<file path="src/rtl/tick_source.sv">
// tick_source: seconds timebase with a debounced minute-advance button.
// A prescaler divides clk down to one tick_1s per second and a 0..59
// seconds counter emits tick_1m on its wrap. The button path (2-flop
// synchronizer, debouncer, IDLE/PRESS/REPEAT FSM) emits tick_1m on press
// and auto-repeats while held; timekeeping is parked at zero meanwhile.
module tick_source #(
  parameter int unsigned CLK_HZ   = 100000000,
  parameter int unsigned DEB_CYC  = 1000000,
  parameter int unsigned HOLD_CYC = 50000000,
  parameter int unsigned RPT_CYC  = 10000000
) (
  input  logic       clk,
  input  logic       rst,
  input  logic       run,
  input  logic       btn_adv,
  output logic       tick_1s,
  output logic [5:0] seconds,
  output logic       tick_1m
);

  // Counter widths, each guarded so a terminal count of 1 still gets a bit.
  localparam int unsigned PW   = (CLK_HZ > 1) ? $clog2(CLK_HZ) : 1;
  localparam int unsigned DW   = (DEB_CYC > 1) ? $clog2(DEB_CYC) : 1;
  localparam int unsigned HMAX = (HOLD_CYC > RPT_CYC) ? HOLD_CYC : RPT_CYC;
  localparam int unsigned HW   = (HMAX > 1) ? $clog2(HMAX) : 1;

  localparam logic [PW-1:0] P_LAST = PW'(CLK_HZ - 1);
  localparam logic [DW-1:0] D_LAST = DW'(DEB_CYC - 1);
  localparam logic [HW-1:0] H_LAST = HW'(HOLD_CYC - 1);
  localparam logic [HW-1:0] R_LAST = HW'(RPT_CYC - 1);
  localparam logic [5:0]    S_LAST = 6'd59;

  typedef enum logic [1:0] {
    IDLE   = 2'd0,
    PRESS  = 2'd1,
    REPEAT = 2'd2
  } state_t;

  state_t        state;
  logic [PW-1:0] pcnt;
  logic [HW-1:0] hcnt;

  logic          sync1;
  logic          sync2;
  logic          deb_lvl;
  logic [DW-1:0] dcnt;

  logic          deb_hit;
  logic          deb_rise;
  logic          deb_fall;

  // Two-flop synchronizer for the asynchronous button input.
  always_ff @(posedge clk) begin
    if (rst) begin
      sync1 <= 1'b0;
      sync2 <= 1'b0;
    end else begin
      sync1 <= btn_adv;
      sync2 <= sync1;
    end
  end

  // Debouncer: adopt the synchronized level after DEB_CYC consecutive
  // cycles of disagreement with the accepted level.
  always_ff @(posedge clk) begin
    if (rst) begin
      deb_lvl <= 1'b0;
      dcnt    <= '0;
    end else if (sync2 != deb_lvl) begin
      if (dcnt == D_LAST) begin
        deb_lvl <= sync2;
        dcnt    <= '0;
      end else begin
        dcnt <= dcnt + DW'(1);
      end
    end else begin
      dcnt <= '0;
    end
  end

  // Acceptance events are decoded from the debouncer's pre-edge state so the
  // FSM reacts on the very edge the new level is accepted.
  always_comb begin
    deb_hit  = (sync2 != deb_lvl) && (dcnt == D_LAST);
    deb_rise = deb_hit && sync2;
    deb_fall = deb_hit && !sync2;
  end

  // Timekeeping and button FSM share one block: the press pulse and the
  // natural minute wrap drive the same registered tick_1m, so coincident
  // events collapse into a single pulse.
  always_ff @(posedge clk) begin
    if (rst) begin
      state   <= IDLE;
      pcnt    <= '0;
      hcnt    <= '0;
      seconds <= '0;
      tick_1s <= 1'b0;
      tick_1m <= 1'b0;
    end else begin
      tick_1s <= 1'b0;
      tick_1m <= 1'b0;
      case (state)
        IDLE: begin
          if (deb_rise) begin
            state   <= PRESS;
            hcnt    <= '0;
            pcnt    <= '0;
            seconds <= '0;
            tick_1m <= 1'b1;
          end else if (run) begin
            if (pcnt == P_LAST) begin
              pcnt    <= '0;
              tick_1s <= 1'b1;
              if (seconds == S_LAST) begin
                seconds <= '0;
                tick_1m <= 1'b1;
              end else begin
                seconds <= seconds + 6'd1;
              end
            end else begin
              pcnt <= pcnt + PW'(1);
            end
          end
        end

        PRESS: begin
          pcnt    <= '0;
          seconds <= '0;
          if (deb_fall) begin
            state <= IDLE;
            hcnt  <= '0;
          end else if (hcnt == H_LAST) begin
            state   <= REPEAT;
            hcnt    <= '0;
            tick_1m <= 1'b1;
          end else begin
            hcnt <= hcnt + HW'(1);
          end
        end

        REPEAT: begin
          pcnt    <= '0;
          seconds <= '0;
          if (deb_fall) begin
            state <= IDLE;
            hcnt  <= '0;
          end else if (hcnt == R_LAST) begin
            hcnt    <= '0;
            tick_1m <= 1'b1;
          end else begin
            hcnt <= hcnt + HW'(1);
          end
        end

        default: begin
          state <= IDLE;
          hcnt  <= '0;
          pcnt  <= '0;
        end
      endcase
    end
  end

endmodule

</file>
<file path="config.mk">
export PLATFORM = sky130hd
export DESIGN_NAME = tick_source
export DESIGN_NICKNAME = d
export VERILOG_FILES = /design/src/rtl/tick_source.sv
export SDC_FILE = /design/constraint.sdc
export NUM_CORES = 1
export LEC_CHECK = 0
export ABC_AREA = 1
export CAP_MARGIN = 10
export CORE_AREA = 5 5 100 93
export DETAILED_ROUTE_END_ITERATION = 10
export DIE_AREA = 0 0 105 98
export HOLD_SLACK_MARGIN = 0.12
export PLACE_DENSITY = 0.79
export SETUP_SLACK_MARGIN = 0.4
export SLEW_MARGIN = 30
export SYNTH_ARGS = -nofsm -noshare
export SYNTH_HDL_FRONTEND = slang
export SYNTH_SLANG_ARGS = --single-unit
</file>
<file path="constraint.sdc">
create_clock -name clk -period 2.4 [get_ports clk]
set_input_delay 0.36 -clock clk [delete_from_list [all_inputs] [get_ports clk]]
set_output_delay 0.36 -clock clk [all_outputs]
set_load 0.01 [all_outputs]
</file>
**After elaboration in Yosys (flattened, before gate mapping)**

Cells that the tools add are included.

- $add $sub $neg: 4
- Eq/ne operators: 13
- Mux-type cells: 27
- Bitwise operators: 3
- Reduce and logical (&&, ||, !) cells: 13

Operator list:

| kind | count |
|---|---|
| $mux W26 | 5 |
| $pmux W26 S3 | 1 |
| $add A27 B1 Y27 const B | 1 |
| $eq A27 B27 Y1 const B | 1 |
| $mux W27 | 1 |
| $add A26 B1 Y26 const B | 1 |
| $eq A26 B24 Y1 const B | 1 |
| $eq A26 B26 Y1 const B | 1 |
| $mux W6 | 4 |
| $add A20 B1 Y20 const B | 1 |
| $eq A20 B20 Y1 const B | 1 |
| $pmux W6 S2 | 1 |
| $mux W1 | 9 |
| $ne A3 B3 Y1 const B | 3 |
| $mux W2 | 4 |
| $add A6 B1 Y6 const B | 1 |
| $eq A6 B6 Y1 const B | 1 |
| $pmux W2 S3 | 1 |
| $reduce_and A3 Y1 | 2 |
| $reduce_or A3 Y1 | 2 |
| $ne A2 B2 Y1 const B | 2 |
| $reduce_or A4 Y1 | 1 |
| $logic_and A1 B1 Y1 | 3 |
| $not A1 Y1 | 3 |
| 9 further kinds | 9 |

- Register bits: 86
- Input bits: 4
- Output and inout bits: 8
- Word-level logic and storage cells: 70

**Depth between registers and ports, before layout**

Gate-level depths: netlist of the first run.

- Word-level depth: 6
- Depth in mapped cells: 12

**Worst setup path after synthesis of the first run**

No wires, ideal clock.

- Path type: flip-flop to flip-flop
- Start: reg dcnt[0]
- End: reg hcnt[11]
- Arrival: 1,581 ps
- Setup slack: 706 ps
- Cell stages (with the launch flop): 12
- Path buffers: 1
- Period minus slack after synthesis: 1,694 ps
- Path through: dfxtp_1 ha_1 nand2_1 nor2_4 nand2_2 nor2_4 nand3_2 nand3_1 o21ai_2 buf_6 nand3_1 nand2_1

- Cells in the longest elaborated chain, start to end: 5
- Elaborated cells on any way between the ends: 8

Ends and longest elaborated chain:

| element | line | RTL |
|---|---|---|
| start, declared | 46 | `logic [DW-1:0] dcnt;` |
| start signal, assigned | 74 | `dcnt <= dcnt + DW'(1);` |
| $eq A20 B20 Y1 * | 84 | `deb_hit = (sync2 != deb_lvl) && (dcnt == D_LAST);` |
| $logic_and A1 B1 Y1 * | 84 |  |
| $logic_and A1 B1 Y1 | 86 | `deb_fall = deb_hit && !sync2;` |
| $mux W26, on equally long branches | 145, 130 |  |
| $pmux W26 S3 | 103 | `case (state)` |
| end signal, assigned | 138 | `hcnt <= hcnt + HW'(1);` |
| end signal, assigned | 152 | `hcnt <= hcnt + HW'(1);` |
| end, declared | 41 | `logic [HW-1:0] hcnt;` |

Every way passes the cells marked *; elsewhere a longest branch is shown, timed or not.
A chain may end at the register's enable or synchronous reset.

**Worst setup path after layout of the first run**

- Start: reg hcnt[0]
- End: reg hcnt[24]

- Cells in the longest elaborated chain, start to end: 4
- Elaborated cells on any way between the ends: 8

Ends and longest elaborated chain:

| element | line |
|---|---|
| $add A26 B1 Y26, or another cell as far along | 138, 152 |
| $mux W26, on equally long branches | 148, 133 |
| $mux W26, on equally long branches | 145, 130 |
| $pmux W26 S3 * | 103 |

Marked as above.

==> qor.txt, run 1 <==
outcome: complete, no violations
Pre-antenna DRT Iters: 5
clock power share: 41.0%
clock slew at reported path FFs: 0.09 ns
Critical path buffers and inverters: 1
Top delay family on crit path: simple AND/OR/NAND/NOR gates
first-iteration detailed-routing DRC count: 278
Vias/cell: 5.56
RSZ-0062 raised after global routing: true
Num CTS Buffers: 9
Worst-Margin Slew: 0.481 ns
Mapped Cells: 738
clk buf depth: 2
site row count: 32
syn_nets: 750
YS warnings: 0
WP data required: 2.64 ns
Critical Path AT: 2.17 ns
post-route DRC violation count: 0
hold crit path type: reg -> reg
Final setup viols: 0
Switching Share: 25.7%
Max Freq: 520 MHz
Layout area overhead: 12.5%
Internal Power: 2120 µW
most frequent cell after synthesis: nand2_1
VDD IR max: 0.000403 V
Final Core Density: 67.2%
crit-path max FO: 13
Synth Register Bits: 86
multi-input logic area: 2880 µm²
slew margin rel.: 67.8%
Net Sw Power: 731 µW
nature of the critical path startpoint: flip-flop
first-pass GRT wire length: 20,400 µm
post-synth top area share: 34.9%
Synth cell types: 42
TritonCTS clock tree: built
slowest CP cell: dfxtp_1
register area share after synthesis: 34.9%
Die Ht: 98 µm
Slew Viols, Final: 0
final WL: 12,200 µm
Post-Syn Area: 4930 µm²
dpl hpwl: 8600 µm
share of cells above drive strength 1: 10.3%
GRT Total Usage: 23.5%
worst path cell trace: ha_1, nand3_2, nor2_1, inv_1, nor2_2, o21ai_4, nand3b_1, nand2_1
Routed WL per cell: 14.0 µm
worst skew pair latency: 0.36 ns
fillers: 713
Crit. End Element: flip-flop
DP Worst Slack: -0.0683 ns
initial antenna violation count: 0
Top FF cell, synth: dfxtp_1
Synth top cells by count: nand2_1 (172), nor2_1 (131), dfxtp_1 (86)
PnR worst setup slack: 0.477 ns
diodes inserted: 0
antenna-violating nets left: 0
IO buf count: 11
Tcrit/Tclk final: 80.1%
Sink Count: 86
share of power burned in registers: 51.3%
Die Area: 10,300 µm²
synth top area cells: dfxtp_1 (35%), nand2_1 (13%), nor2_1 (10%), inv_1 (6.2%), nand3_1 (5.3%)
pin count of the biggest net entering global routing: 24
Synth area leader: dfxtp_1
Via Count: 4,844
initial core utilization: 59.8%
clock skew: 0.0143 ns
Reg area: 1730 µm²
P_leak: 0.00208 µW
min Tclk post-route: 1.92 ns
final net count: 776
Async S/R FF share, synth: 0%
core region area: 8250 µm²
grt total ovfl: 0
Post-synth EDFFs: 0
Placer Congestion: 0.924
combinational fraction of design power: 7.7%
total power: 2850 µW
Final Hold Viols: 0
CP max stage delay: 0.41 ns
average size of a mapped cell: 6.68 µm²
PD cells: 514 nW/µm²
maximum level of the CTS H-tree: 3
critical path class: reg -> reg
max cap viols: 0
CTS root buf: clkbuf_8
I/O pins: 12
vias in the first global route: 4,545
die width: 105 µm
CTS Hold Buffers Added: 0
Reg2Reg Setup Slack: 0.48 ns
[stage by stage]
| stage | hold WS (ns) | std cells | cell area, µm² | setup TNS, ns |
|---|---|---|---|---|
| 2_1_floorplan | 0.388 | 738 | 4930 | 0 |
| 3_3_place_gp | 0.434 | 843 | 5110 | 0 |
| 3_5_place_dp | 0.437 | 843 | 5120 | -0.0772 |
| 4_1_cts | 0.454 | 863 | 5390 | 0 |
| 5_1_grt | 0.464 | 871 | 5550 | 0 |
| 6_report | 0.454 | 871 | 5550 | 0 |
[flip-flops by register name (all words and copies together) (netlist names)]
signal   cells
sync1        1
tick_1s      1
state        2
sync2        1
hcnt        26
dcnt        20
seconds      6
pcnt        27
tick_1m      1
deb_lvl      1
[kinds of logic (layout without fill, tap and decap cells)]
kind of cell,after synthesis,after routing,share of synthesized area (%)
XOR/XNOR,31,31,5.51
buffers and inverters,106,135,9.01
flip-flops,86,86,34.9
AND/OR/NAND/NOR,458,459,42.9
AO/OA/AOI/OAI,49,50,5.58
adder cells (fa/ha/maj),8,8,2.03
[routing by layer]
layer | track usage, % | routed length [µm] | vias to the layer above | part of all wire [%]
li1 | - | - | 2424 | -
met1 | 29.7 | 5320 | 2220 | 43
met2 | 38.5 | 5860 | 176 | 48
met3 | 5.62 | 775 | 24 | 6.3
met4 | 9.24 | 272 | 0 | 2.2
met5 | 0 | 0 | - | 0
[timing repair]
item                                    CTS  global route
pin swaps                                 1             7
buffers inserted                          2             6
resized for setup                         3            23
cloned                                    2             2
endpoints found under the setup margin   46            63
[final cells by class]
class / count / share of cell area [%]
repair buffers: 24 / 3.75
well taps: 102 / 2.30
multi-input cells: 548 / 51.9
clock buffers: 9 / 2.23
repair inverters: 2 / 0.361
flip-flops and latches: 86 / 31.1
clock inverters: 7 / 1.85
inverters: 93 / 6.52
[cells in the final DEF (no fill, tap or decap), drive strengths merged, types with 2 or more instances in the layout]
cell type	count
a211oi	2
a21oi	17
buf	13
bufinv	2
clkbuf	9
clkdlybuf4s50	11
clkinv	2
dfxtp	86
ha	8
inv	97
nand2	174
nand3	57
nand3b	20
nand4	23
nor2	137
nor3	31
nor3b	7
nor4	7
o211ai	2
o21ai	24
xnor2	5
xor2	26
[final timing paths]
path | endpoint | cells past startpoint | startpoint
worst max-delay path | hcnt[24]$_SDFFE_PP0P_ | 8 | hcnt[0]$_SDFFE_PP0P_
worst min-delay path | sync2$_SDFF_PP0_ | 2 | sync1$_SDFF_PP0_
worst max register to register | hcnt[24]$_SDFFE_PP0P_ | 8 | hcnt[0]$_SDFFE_PP0P_
worst min register to register | sync2$_SDFF_PP0_ | 2 | sync1$_SDFF_PP0_
[worst register-to-register path, delay by kind of cell, from the launching register on]
kind | cells | cell delay, ns
fa+ha+maj | 1 | 0.23
buf+inv | 1 | 0.09
simple gates | 5 | 0.88
compound gates | 1 | 0.21
flops | 1 | 0.41
[power groups by stage]
| stage | Combinational, µW | Sequential (µW) | Clock [µW] |
|---|---|---|---|
| after floorplan | 133 | 1500 | 0 |
| after global placement | 184 | 1490 | 0 |
| after detailed placement | 190 | 1500 | 0 |
| after CTS | 210 | 1460 | 1190 |
| after global routing | 237 | 1470 | 1260 |
| final | 220 | 1460 | 1170 |
No activity file was read; power rests on OpenSTA's default activity.
==> run 2, diff against run 1 <==
- clock period: 2.4 -> 1.85 ns (I/O delays scaled with it)
==> run 2 against run 1 <==
The flow now finishes with violations (setup timing). Fmax is 1.1% lower. Non-clock buffer count is 69 higher. First-iteration DRC count is 110% higher.
==> qor.txt, run 2 (same netlist as run 1, synthesis figures left out) <==
outcome: complete, but fails checks
failing checks: setup timing
R2R Path Start: pcnt[15]$_SDFFE_PP0P_
pin count of the biggest net entering global routing: 27
clock skew: 0.0169 ns
max cap viols: 0
TritonCTS clock tree: built
max FFs per register: 27
RSZ-0062 raised after global routing: true
hold crit path type: in -> reg
vias in the first global route: 5,167
DP Cell Count: 877
VDD IR max: 0.000411 V
clk buf depth: 2
Critical path buffers and inverters: 3
crit-path max FO: 4
slew margin rel.: 62.0%
Layout area overhead: 36.5%
min Tclk post-route: 1.94 ns
Largest Register: pcnt
met3 wire length: 1800 µm
share of cells above drive strength 1: 30.6%
Num CTS Buffers: 9
site row count: 32
Final Core Density: 81.6%
nature of the critical path startpoint: flip-flop
critical path class: reg -> reg
final net count: 844
CTS root buf: clkbuf_8
slowest CP cell: dfxtp_1
Die Area: 10,300 µm²
initial antenna violation count: 0
CP max stage delay: 0.45 ns
leading cell type in the layout, fill and taps excluded: nand2_1
hold_sp: run
P_leak: 0.00263 µW
Slew Viols, Final: 0
Routed met2 length: 8260 µm
maximum level of the CTS H-tree: 3
Via Count: 5,741
IO buf count: 11
Top delay family on crit path: simple AND/OR/NAND/NOR gates
highest routed layer: met4
Max Freq: 514 MHz
PD cells: 563 nW/µm²
post-route DRC violation count: 0
crit path launch: pcnt[15]$_SDFFE_PP0P_
Placer Congestion: 0.935
Pre-antenna DRT Iters: 5
largest registers: pcnt x27, hcnt x26, dcnt x20
Worst-Margin Slew: 0.565 ns
Crit. End Element: flip-flop
clock slew at reported path FFs: 0.10 ns
core region area: 8250 µm²
most frequent cells in the layout: nand2_1 (152), nor2_1 (98), inv_1 (77)
Final Hold Viols: 0
non-filler cells, final: 939
Final setup viols: 8
initial core utilization: 59.8%
worst path cell trace: nand2_2, inv_1, nand2_1, nor3_2, nand3_1, nand3_2, buf_4, nand3_1, nand2_1, inv_1, nor2_1
Sink Count: 86
Metal-1 WL: 6620 µm
Vias/cell: 6.11
GRT Total Usage: 26.8%
dpl hpwl: 8850 µm
first-pass GRT wire length: 23,300 µm
setup TNS: -0.255 ns
antenna-violating nets left: 0
diodes inserted: 0
PnR worst setup slack: -0.0947 ns
WP data required: 2.16 ns
grt total ovfl: 0
Tcrit/Tclk final: 105%
CTS Hold Buffers Added: 0
worst skew pair latency: 0.38 ns
die width: 105 µm
final WL: 17,700 µm
first-iteration detailed-routing DRC count: 579
I/O pins: 12
Routed WL per cell: 18.8 µm
Die Ht: 98 µm
Critical Path AT: 2.26 ns
fillers: 476
==> run 2: cell types whose count changed in the layout (fill, tap and decap cells not counted), moves of 16 or more <==
cell	change
buf_4	+46
nor2_1	-29
dfxtp_1	-19
dfxtp_2	+19
buf_6	+16
nand2_1	-16
==> run 2: area by class of cell <==
cell class                 count  area (µm²)  share of cell area [%]
clock buffer                  12         176                    2.62
clock inverter                 4        35.0                   0.521
inverter                      93         367                    5.45
multi-input combinational    547        3360                    50.0
sequential                    86        1750                    26.0
tap                          102         128                    1.90
timing repair buffer          93         886                    13.2
timing repair inverter         2        25.0                   0.372
==> run 2: stage by stage <==
step / total power (µW) / hold WS (ns) / cell area (µm²) / setup WS, ns
2_1_floorplan: 2140 / 0.347 / 5110 / 0.219
3_5_place_dp: 2240 / 0.398 / 5560 / -0.0858
4_1_cts: 3630 / 0.413 / 6250 / 0.165
6_report: 3790 / 0.359 / 6730 / -0.0947
3_3_place_gp: 2230 / 0.396 / 5560 / -0.0190
5_1_grt: 3900 / 0.375 / 6730 / -0.180
==> run 2: routing by layer <==
| metal | vias to the layer above | global-route usage, % |
|---|---|---|
| met5 | - | 0 |
| li1 | 2569 | - |
| met4 | 0 | 10.7 |
| met3 | 123 | 5.55 |
| met1 | 2642 | 33.3 |
| met2 | 407 | 45.4 |
==> run 2: final timing paths <==
| check | endpoint | slack (ns) | cells past startpoint |
|---|---|---|---|
| max | seconds[5]$_SDFFE_PP0P_ | -0.09 | 11 |
| min | pcnt[2]$_SDFFE_PP0P_ | 0.36 | 3 |
| max reg2reg | seconds[5]$_SDFFE_PP0P_ | -0.09 | 11 |
| min reg2reg | sync2$_SDFF_PP0_ | 0.47 | 2 |
==> run 2: report_power, final <==
group	internal, µW	switching [µW]
sequential	1870	28.7
combinational	200	280
clock	656	751
==> run 2: worst register-to-register path, delay by kind of cell (launching register included) <==
family | cells | cell delay (ns)
and+or+nand+nor | 8 | 1.13
DFF | 1 | 0.45
buffers and inverters | 3 | 0.29
==> run 2: what timing repair did <==
| action | in CTS | in global routing |
|---|---|---|
| setup buffers | 26 | 12 |
| gates cloned | 3 | 5 |
| pin swaps | 44 | 33 |
| setup endpoints to repair | 91 | 84 |
| gates resized for setup | 81 | 85 |
==> run 3, diff against run 2 <==
- CORE_AREA: 5 5 100 93 -> 5 5 98 91
- DIE_AREA: 0 0 105 98 -> 0 0 103 96
- PLACE_DENSITY: 0.79 -> 0.82
- clock period: 1.85 -> 2.5 ns (I/O delays scaled with it)
==> run 3 against run 2 <==
The flow now finishes without violations. Clock power shrank 24%. Die area shrank 3.9%. Combinational power shrank 57%. Largest cell class unchanged. First-iteration DRC count shrank 48%. Cell count shrank 8.5%. Clock-buffer cell count shrank 1. Final area shrank 20%. Register-to-register slack gained 0.62 ns. Non-clock buffer count shrank 76. Highest routed layer unchanged. Clock skew shrank 0.0047 ns. Fmax shrank 1.7%.
==> qor.txt, run 3 (same netlist as run 1, synthesis figures left out) <==
outcome: complete, no violations
Critical Path AT: 2.20 ns
most frequent cells in the layout: nand2_1 (170), nor2_1 (129), dfxtp_1 (86)
Worst-Margin Slew: 0.466 ns
Final Core Density: 68.9%
crit path launch: dcnt[0]$_SDFF_PP0_
DP Cell Count: 839
critical path class: reg -> reg
maximum level of the CTS H-tree: 3
IO buf count: 11
clock skew: 0.0122 ns
WP data required: 2.72 ns
Via Count: 4,719
antenna-violating nets left: 0
leading cell type in the layout, fill and taps excluded: nand2_1
Sink Count: 86
hold path cells: 2
GRT Total Usage: 24.3%
max FFs per register: 27
min Tclk post-route: 1.98 ns
grt total ovfl: 0
Vias/cell: 5.49
P_leak: 0.00201 µW
dpl hpwl: 8340 µm
die width: 103 µm
fillers: 692
Top delay family on crit path: simple AND/OR/NAND/NOR gates
Num CTS Buffers: 9
share of cells above drive strength 1: 7.76%
TritonCTS clock tree: built
first-iteration detailed-routing DRC count: 299
setup TNS: 0 ns
Critical path buffers and inverters: 1
RSZ-0062 raised after global routing: true
Routed WL per cell: 13.4 µm
Placer Congestion: 0.975
CP dominant cell by count: nor2_4
diodes inserted: 0
max cap viols: 0
Die Ht: 96 µm
Worst Reg-to-Reg Cells: 10
first-pass GRT wire length: 19,300 µm
Hold EP: sync2$_SDFF_PP0_
site row count: 31
initial core utilization: 62.9%
PD cells: 497 nW/µm²
Final Hold Viols: 0
CTS root buf: clkbuf_8
hold crit path type: reg -> reg
CP max stage delay: 0.40 ns
Final setup viols: 0
end of the worst register-to-register path: tick_1s$_SDFF_PP0_
Reg area: 1720 µm²
clk buf depth: 2
vias in the first global route: 4,279
Max Freq: 505 MHz
final net count: 767
Crit. End Element: flip-flop
non-filler cells, final: 859
multi-input logic area: 2820 µm²
Die Area: 9890 µm²
Pre-antenna DRT Iters: 5
nature of the critical path startpoint: flip-flop
worst skew pair latency: 0.35 ns
crit-path max FO: 13
slowest CP cell: dfxtp_1
clock slew at reported path FFs: 0.08 ns
Tcrit/Tclk final: 79.2%
Reg2Reg Setup Slack: 0.52 ns
VDD IR max: 0.000352 V
post-route DRC violation count: 0
Layout area overhead: 9.52%
core region area: 7840 µm²
R2R Path Start: dcnt[0]$_SDFF_PP0_
I/O pins: 12
Largest Register: pcnt
final WL: 11,500 µm
largest registers: pcnt x27, hcnt x26, dcnt x20
hold_sp: sync1$_SDFF_PP0_
initial antenna violation count: 0
worst path cell trace: ha_1, nand2_1, nor2_4, nand2_2, nor2_4, nand3_4, nand2_4, nor2_4, inv_2, nor2_1
pin count of the biggest net entering global routing: 27
Slew Viols, Final: 0
slew margin rel.: 68.8%
==> run 3: cell count changes in the layout (fill, tap and decap cells not counted), sizes merged <==
cell,previous run,this run
buf,78,6
clkdlybuf4s50,2,11
dlygate4sd2,8,0
clkbuf,16,11
clkinv,6,1
bufinv,0,2
clkinvlp,0,1
dlymetal6s2s,1,0
inv,93,94
nand2,175,174
nor2,136,137
o21ai,23,24
==> run 3: report_power, final <==
part / internal, µW / switching, µW / total, µW
clock: 592 / 480 / 1070
combinational: 69.7 / 135 / 205
sequential: 1380 / 19.6 / 1400
==> run 3: timing repair <==
action	CTS	global route
cloned	1	1
pin swaps	1	2
endpoints found under the setup margin	26	47
buffers inserted	0	2
resized for setup	1	8
hold buffers	0	0
==> run 3: worst max-delay path by stage <==
stage	endpoint	slack, ns	depth (start not counted)
final	tick_1s$_SDFF_PP0_	0.52	10
after global routing	hcnt[13]$_SDFFE_PP0P_	0.39	11
after CTS	pcnt[17]$_SDFFE_PP0P_	0.42	10
after detailed placement	pcnt[3]$_SDFFE_PP0P_	0.05	10
after global placement	pcnt[17]$_SDFFE_PP0P_	0.16	10
after floorplan	hcnt[11]$_SDFFE_PP0P_	0.81	11
==> run 3: cell type report <==
type	instances	area share [%]
multi-input cells	548	52.2
flip-flops and latches	86	31.9
inverters	93	6.60
repair buffers	17	2.87
clock buffers	11	2.62
well taps	99	2.29
clock inverters	5	1.51
==> run 3: worst reg2reg max path, stage by stage, from the launching register on <==
cell	delay (ns)
dfxtp_1	0.40
ha_1	0.19
nand2_1	0.11
nor2_4	0.15
nand2_2	0.09
nor2_4	0.17
nand3_4	0.13
nand2_4	0.17
nor2_4	0.08
inv_2	0.27
nor2_1	0.10
==> run 3: routing by layer <==
metal	track usage [%]	up-vias	wire length [µm]	part of all wire [%]
li1	-	2420	-	-
met1	30.7	2112	5030	44
met2	41.1	162	5540	48
met3	5.51	25	705	6.1
met4	7.66	0	244	2.1
met5	0	-	0	0
==> run 3: stage by stage <==
step	hold slack (ns)	cell area [µm²]	setup slack (ns)	total power, µW
detailed placement	0.415	5110	0.0501	1620
CTS	0.430	5340	0.419	2690
finish	0.429	5400	0.521	2680
global route	0.437	5400	0.394	2800
floorplan	0.388	4930	0.806	1560
global placement	0.417	5100	0.156	1610
